===== config.mk =====
export PLATFORM = sky130hd
export DESIGN_NAME = hazard_scoreboard
export DESIGN_NICKNAME = d
export VERILOG_FILES = /design/src/rtl/hazard_scoreboard_pkg.sv /design/src/rtl/hazard_scoreboard_sb_entry.sv /design/src/rtl/hazard_scoreboard.sv
export SDC_FILE = /design/constraint.sdc
export NUM_CORES = 1
export LEC_CHECK = 0
export CORE_UTILIZATION = 45
export CTS_BUF_LIST = sky130_fd_sc_hd__clkbuf_16
export DETAILED_ROUTE_END_ITERATION = 10
export GPL_TIMING_DRIVEN = 1
export PLACE_DENSITY = 0.69
export SKIP_CTS_REPAIR_TIMING = 1
export SLEW_MARGIN = 20
export SYNTH_ARGS = -nofsm -noshare
export SYNTH_HDL_FRONTEND = slang
export SYNTH_SLANG_ARGS = --single-unit
export TNS_END_PERCENT = 10

===== constraint.sdc =====
create_clock -name clk -period 9.8 [get_ports clk]
set_input_delay 1.47 -clock clk [delete_from_list [all_inputs] [get_ports clk]]
set_output_delay 1.47 -clock clk [all_outputs]
set_load 0.02 [all_outputs]

===== src/rtl/hazard_scoreboard_pkg.sv =====
// hazard_scoreboard_pkg: issue classes, default latencies and a latency helper.
package hazard_scoreboard_pkg;
  typedef enum logic [1:0] {CLS_ALU = 2'd0, CLS_LOAD = 2'd1, CLS_MUL = 2'd2} issue_class_t;
  localparam int DEF_NUM_REGS = 32;
  localparam int DEF_LD_LAT = 2;
  localparam int DEF_MUL_LAT = 3;
  function automatic int max_lat(input int a, input int b);
    return a > b ? a : b;
  endfunction
endpackage


===== src/rtl/hazard_scoreboard_sb_entry.sv =====
// sb_entry: per-register countdown until the pending result is forwardable.
module sb_entry import hazard_scoreboard_pkg::*; #(
  parameter int CW = 2
) (
  input  logic          clk,
  input  logic          rst,
  input  logic          load,
  input  logic [CW-1:0] load_val,
  output logic          busy
);
  logic [CW-1:0] cnt;
  always_ff @(posedge clk or negedge rst)
    if (!rst) cnt <= '0;
    else if (load) cnt <= load_val;
    else if (cnt != '0) cnt <= cnt - CW'(1);
  assign busy = cnt != '0;
endmodule


===== src/rtl/hazard_scoreboard.sv =====
// hazard_scoreboard: RAW/WAW/structural stall generation from per-register countdowns.
module hazard_scoreboard import hazard_scoreboard_pkg::*; #(
  parameter int NUM_REGS      = DEF_NUM_REGS,
  parameter int LD_LAT        = DEF_LD_LAT,
  parameter int MUL_LAT       = DEF_MUL_LAT,
  parameter int MUL_PIPELINED = 1
) (
  input  logic                        clk,
  input  logic                        rst,
  input  logic                        issue_valid,
  input  logic [1:0]                  issue_class,
  input  logic                        issue_reg_wr,
  input  logic [$clog2(NUM_REGS)-1:0] issue_rd,
  input  logic [$clog2(NUM_REGS)-1:0] rs1,
  input  logic [$clog2(NUM_REGS)-1:0] rs2,
  input  logic                        rs1_used,
  input  logic                        rs2_used,
  input  logic                        flush,
  output logic                        stall,
  output logic [NUM_REGS-1:0]         busy_vec,
  output logic [$clog2(NUM_REGS):0]   pending_cnt
);
  localparam int RW = $clog2(NUM_REGS);
  localparam int PW = RW + 1;
  localparam int CW = $clog2(max_lat(LD_LAT, MUL_LAT) + 1);
  logic accept, is_ld, is_mul, raw, waw, mul_busy;
  logic [CW-1:0] load_val;
  always_comb begin
    is_ld    = issue_class == CLS_LOAD;
    is_mul   = issue_class == CLS_MUL;
    load_val = is_ld ? CW'(LD_LAT - 1) : is_mul ? CW'(MUL_LAT - 1) : '0;
    raw      = (rs1_used && rs1 != '0 && busy_vec[rs1]) || (rs2_used && rs2 != '0 && busy_vec[rs2]);
    waw      = issue_reg_wr && issue_rd != '0 && busy_vec[issue_rd];
    stall    = issue_valid && !flush && (raw || waw || (is_mul && mul_busy));
    accept   = issue_valid && !flush && !stall;
  end
  assign busy_vec[0] = 1'b0;
  for (genvar i = 1; i < NUM_REGS; i++) begin : g_entry
    sb_entry #(.CW(CW)) u_entry (
      .clk      (clk),
      .rst      (rst),
      .load     (accept && issue_reg_wr && issue_rd == RW'(i)),
      .load_val (load_val),
      .busy     (busy_vec[i])
    );
  end
  // An unpipelined multiplier is modelled as one more countdown entry.
  if (MUL_PIPELINED == 0) begin : g_mul_busy
    sb_entry #(.CW(CW)) u_mul (
      .clk      (clk),
      .rst      (rst),
      .load     (accept && is_mul),
      .load_val (CW'(MUL_LAT - 1)),
      .busy     (mul_busy)
    );
  end else begin : g_mul_free
    assign mul_busy = 1'b0;
  end
  always_comb begin
    pending_cnt = '0;
    for (int i = 0; i < NUM_REGS; i++) pending_cnt = pending_cnt + PW'(busy_vec[i]);
  end
endmodule


Word level (Yosys, flattened, before mapping)
Index checks and enable logic that the tools add are counted.
{ "totals": {"latchBits": 0, "romBits": 0, "output_inout_bits": 39, "n_memories": 0, "mem_bits_rw": 0, "reg_bits": 62} }
{ "op_classes": {"n_eq_ne": 33, "addsub": 61, "magnitude_cmp": 3, "n_reduce_logical": 110, "mux": 70, "n_bitwise": 0, "shift": 0, "div": 0, "multipliers": 0} }
{ "op_table": {"columns": ["op", "count"], "rows": [
  ["adder 6 x 1 -> 6 bit", 25],
  ["two-way mux 2 bit", 64],
  ["nonzero test 2 bit", 62],
  ["equality test 5 bit (second input constant)", 16],
  ["subtractor 2 x 1 -> 2 bit (second input constant)", 31],
  ["logical AND 1 bit", 41],
  ["equality test 5 x 4 -> 1 bit (second input constant)", 8],
  ["equality test 5 x 3 -> 1 bit (second input constant)", 4],
  ["< comparator 5 x 6 -> 1 bit (second input constant)", 3],
  ["binary-select mux 1 bit (select 5 bit)", 3],
  ["nonzero test 5 bit", 3],
  ["equality test 5 x 2 -> 1 bit (second input constant)", 2],
  ["adder 5 x 1 -> 6 bit", 1],
  ["adder 4 x 1 -> 5 bit", 1],
  ["equality test 5 x 1 -> 1 bit (second input constant)", 1],
  ["adder 3 x 1 -> 4 bit", 1],
  ["adder 2 x 1 -> 3 bit", 1],
  ["two-way mux 1 bit", 3],
  ["adder 1 x 1 -> 2 bit", 1],
  ["equality test 2 x 1 -> 1 bit (second input constant)", 1],
  ["equality test 2 bit (second input constant)", 1],
  ["logical NOT 1 bit", 2],
  ["logical OR 1 bit", 2]
]} }

Longest topological paths before layout
{ "depth": {"depth_word": 31, "mapped_depth": 19, "mapped_depth_nobuf": 19} }

Hierarchy
From an unflattened synthesis, not the netlist that was laid out.
{ "unflattened": {"cells_unflattened": 645, "hier_area_um2": 5755.5} }
{ "modules_own_cells": {"columns": ["module", "area_per_inst_um2", "n_inst", "cells_each"], "rows": [
  ["sb_entry (g_entry[10].u_entry ...)", 120.1, 29, 13],
  ["hazard_scoreboard", 2039.5, 1, 242],
  ["sb_entry (g_entry[19].u_entry ...)", 116.4, 2, 13]
]} }

Worst setup path after synthesis
Ideal clock, no wire load.
{ "synth_path": {"path_kind": "register to output", "from": "register g_entry[1].u_entry.cnt[0]", "to": "output pending_cnt[4]", "arrival_time_ns": 5.214, "setup_slack_ns": 3.116, "n_path_buf": 0, "required_ns": 8.330, "path_stages_with_launch": 19, "path_cell_list": "dfrtp_1 inv_1 ha_1 inv_1 fa_1 fa_1 inv_1 fa_1 inv_1 fa_1 fa_1 fa_1 inv_1 fa_1 fa_1 inv_1 a21o_1 a21oi_1 xnor2_1"} }
{ "synth_between": {"elab_chain_cells": 31} }
{ "synth_lines": {"columns": ["item", "line_no", "source"], "rows": [
  ["start: declaration", "hazard_scoreboard_sb_entry.sv:11", "logic [CW-1:0] cnt;"],
  ["start signal: assignment", "hazard_scoreboard_sb_entry.sv:14", "else if (load) cnt <= load_val;"],
  ["start signal: assignment", "hazard_scoreboard_sb_entry.sv:15", "else if (cnt != '0) cnt <= cnt - CW'(1);"],
  ["nonzero test 2 bit", "hazard_scoreboard_sb_entry.sv:16", "assign busy = cnt != '0;"],
  ["named net g_entry[1].u_entry.busy", "hazard_scoreboard_sb_entry.sv:9", "output logic busy"],
  ["adder 1 x 1 -> 2 bit", "hazard_scoreboard.sv:61", "for (int i = 0; i < NUM_REGS; i++) pending_cnt = pending_cnt + PW'(busy_vec[i]);"],
  ["adder 2 x 1 -> 3 bit", "hazard_scoreboard.sv:61", null],
  ["adder 3 x 1 -> 4 bit", "hazard_scoreboard.sv:61", null],
  ["adder 4 x 1 -> 5 bit", "hazard_scoreboard.sv:61", null],
  ["adder 5 x 1 -> 6 bit", "hazard_scoreboard.sv:61", null],
  ["adder 6 x 1 -> 6 bit (25 in series)", "hazard_scoreboard.sv:61", null],
  ["end: declaration", "hazard_scoreboard.sv:21", "output logic [$clog2(NUM_REGS):0] pending_cnt"]
]} }
The timed path passes the listed nets, and every way through them passes these cells.

Final worst setup path
{ "layout_path": {"from": "register g_entry[16].u_entry.cnt[0]", "to": "output pending_cnt[4]"} }
{ "layout_between": {"elab_chain_cells": 17} }
{ "layout_lines": {"columns": ["item", "line_no"], "rows": [
  ["start: declaration", "hazard_scoreboard_sb_entry.sv:11"],
  ["start signal: assignment", "hazard_scoreboard_sb_entry.sv:14"],
  ["start signal: assignment", "hazard_scoreboard_sb_entry.sv:15"],
  ["nonzero test 2 bit", "hazard_scoreboard_sb_entry.sv:16"],
  ["adder 6 x 1 -> 6 bit (16 in series)", "hazard_scoreboard.sv:61"]
]} }
No other way between the ends.

==> run summary <==
Final Instance Area -> 6930 sq um
Synth top cells by count -> inv_1, mux2i_1, dfrtp_1, ha_1, buf_4
final hold violation count -> 0
slowest stage delay, CP -> 0.63 ns
number of global-route vias before repair -> 4521
synth top area cells -> dfrtp_1, mux2i_1, ha_1
M1 WL -> 5810 um
Initial DRC Count -> 245
clk buf depth -> 2
num ports -> 63
GRT Total Usage -> 21.0%
routed wire length -> 13900 um
CP Buf/Inv Count -> 7
die width -> 120 um
crit path max fanout -> 7
CTS H-tree depth -> 3
DR pass1 iterations -> 4
warnings from Yosys -> 0
share of layout cells above drive strength 1 -> 12.0%
final worst path period need -> 7.71 ns
remaining global-route overflow -> 0
Final Cycle Share -> 78.7%
syn nets -> 683
clock skew -> 0.00778 ns
Synth Area in Compound Gates -> 5.47%
Post-DRT Antenna Nets -> 0
post-synthesis sequential area ratio -> 24.9%
WL met2 -> 7110 um
total CTS buffers -> 9
Worst path most repeated cell -> fa_1
Slew Limit Fails -> 0
vias post-DR -> 4243
Clock Pin Slew Worst Setup and Hold Paths -> 0.05 ns
largest net degree at the start of global routing -> 63
row count -> 42
EDFF count, synth -> 0
Final HPWL DP -> 10800 um
buffers added on ports -> 61
largest family of logic cells by synthesized area -> multiplexers
Die H -> 120 um
top sig layer -> met4
Synth Area in XOR/XNOR -> 4.79%
Placed Instance Area -> 6640 sq um
Top delay family on crit path -> adder cells
Worst Hold Class -> flip-flop to flip-flop
Critical Path RT -> 8.33 ns
worst endpoint data arrival time -> 6.24 ns
Slew HR -> 31.7%
Via-to-Cell Ratio -> 5.30
initial antenna violation count -> 0
gpl congestion -> 0.872
Synth-to-Final Area Change -> 11.4%
asr flop ratio synth -> 100%
mux cell area share after synthesis -> 20.0%
CTS tree -> done
Largest register FFs -> 62
Critical Path Start Type -> flip-flop
library cells used by synthesis -> 49
Post-Synth Simple-Gate Area -> 15.2%
Routed wire per std cell -> 17.3 um
count leader, synth -> inv_1
WL met3 -> 756 um
Tightest Pin Transition -> 1.02 ns
Synth Flop Type -> dfrtp_1
# setup viols final -> 0
FF+latch count, synth -> 62
CORE AREA -> 13300 sq um
first-pass GRT wire length -> 23100 um
CP Capture Type -> output pin
setup tns final -> 0 ns
RSZ-0062 raised after global routing -> no
Max Cap Viol -> 0
Initial Util -> 46.6%
Syn Area/Cell -> 10.4 sq um
Post-Syn Instances -> 598
clock root buffer master -> clkbuf_16
Fmax -> 0.130 GHz
drt drc -> 0
CP cell instances -> inv_1 > ha_1 > inv_1 > fa_1 > inv_1 > fa_1 > fa_1 > inv_1 > fa_1 > fa_1 > fa_1 > inv_1 > fa_1 > fa_1 > inv_1 > a21o_1 > a21oi_1 > xnor2_1 > clkdlybuf4s50_1
Setup Crit Path Kind -> flip-flop to output pin
Cell Area, Synth -> 6220 sq um
Die Footprint -> 14300 sq um
n_diodes -> 0
outcome -> complete, no violations
Slowest-stage cell, CP -> clkdlybuf4s50_1
Nets -> 706
Post-Synth Adder-Cell Area -> 15.0%
Synth top area share -> 24.9%
Sink Count -> 62
clk_lat worst skew -> 0.33 ns
Largest regs -> g_entry.u_entry.cnt x62
area leader, netlist -> dfrtp_1
Reg with most FFs -> g_entry.u_entry.cnt
==> layer usage <==
layer / vias to the layer above / global-route usage, %
met1: 2096 / 25.5
li1: 2015 / -
met3: 21 / 4.47
met5: - / 0
met4: 0 / 6.02
met2: 111 / 37.3
==> cell families after synthesis <==
kind of cell               Yosys count
DFF                                 62
other                                1
xor gates and xnor gates            34
muxes                               98
buffers and inverters              176
adders and majority gates           61
and+or+nand+nor                    118
AOI/OAI and AO/OA                   48
==> cell type report <==
cell class | count | area, sq um
Clock inverter | 6 | 55.1
Inverter | 121 | 454
Timing Repair Buffer | 67 | 654
Fill cell | 1195 | 6420
Multi-Input combinational cell | 360 | 3770
Tap cell | 176 | 220
Clock buffer | 9 | 225
Sequential cell | 62 | 1550
==> tightest hold or removal path, cell delays in order, from the launching register on <==
cell,delay [ns]
dfrtp_1,0.33
a21oi_1,0.06
mux2i_1,0.11
==> worst paths after layout <==
kind | endpoint | cells past startpoint | slack (ns) | start
max | pending_cnt[4] | 19 | 2.09 | g_entry[16].u_entry.cnt[0]
min | g_entry[26].u_entry.cnt[1] | 2 | 0.56 | g_entry[26].u_entry.cnt[1]
max reg2reg | g_entry[21].u_entry.cnt[0] | 9 | 6.70 | g_entry[6].u_entry.cnt[0]
min reg2reg | g_entry[26].u_entry.cnt[1] | 2 | 0.56 | g_entry[26].u_entry.cnt[1]
max in group asynchronous | g_entry[1].u_entry.cnt[1] | 2 | 7.93 | rst
min in group asynchronous | g_entry[23].u_entry.cnt[1] | 2 | 1.31 | rst
==> per-stage QoR <==
step | util (%) | cells | hold WS, ns | worst slack (ns)
floorplan | - | 598 | 0.525 | 3.12
global placement | 49.7 | 785 | 0.536 | 2.60
detailed placement | 49.7 | 785 | 0.548 | 2.45
CTS | 51.8 | 800 | 0.560 | 2.08
global route | 51.9 | 801 | 0.577 | 1.81
finish | 51.9 | 801 | 0.556 | 2.09
==> placed cells by master, fill, tap and decap left out, types with 3 or more instances in the layout <==
master	Yosys	routed
fa_1	23	23
dfrtp_1	62	62
nand2_1	18	18
mux2_2	10	10
nor4_2	4	4
a21oi_1	29	29
inv_1	121	122
nor3_4	8	8
or4_1	9	9
or3b_1	8	8
nor2_1	30	30
clkdlybuf4s50_1	0	60
mux4_1	4	4
nor2b_1	5	5
mux4_2	15	15
o2111a_1	3	3
o21ai_0	3	3
nor4_4	12	12
buf_4	34	5
nand2b_1	7	7
xor2_1	32	32
clkbuf_16	2	9
or3_1	9	9
mux2i_1	69	69
ha_1	38	38
Power is not shown: default switching activity piles up to over one toggle a cycle in this logic, so the estimate is an artifact.
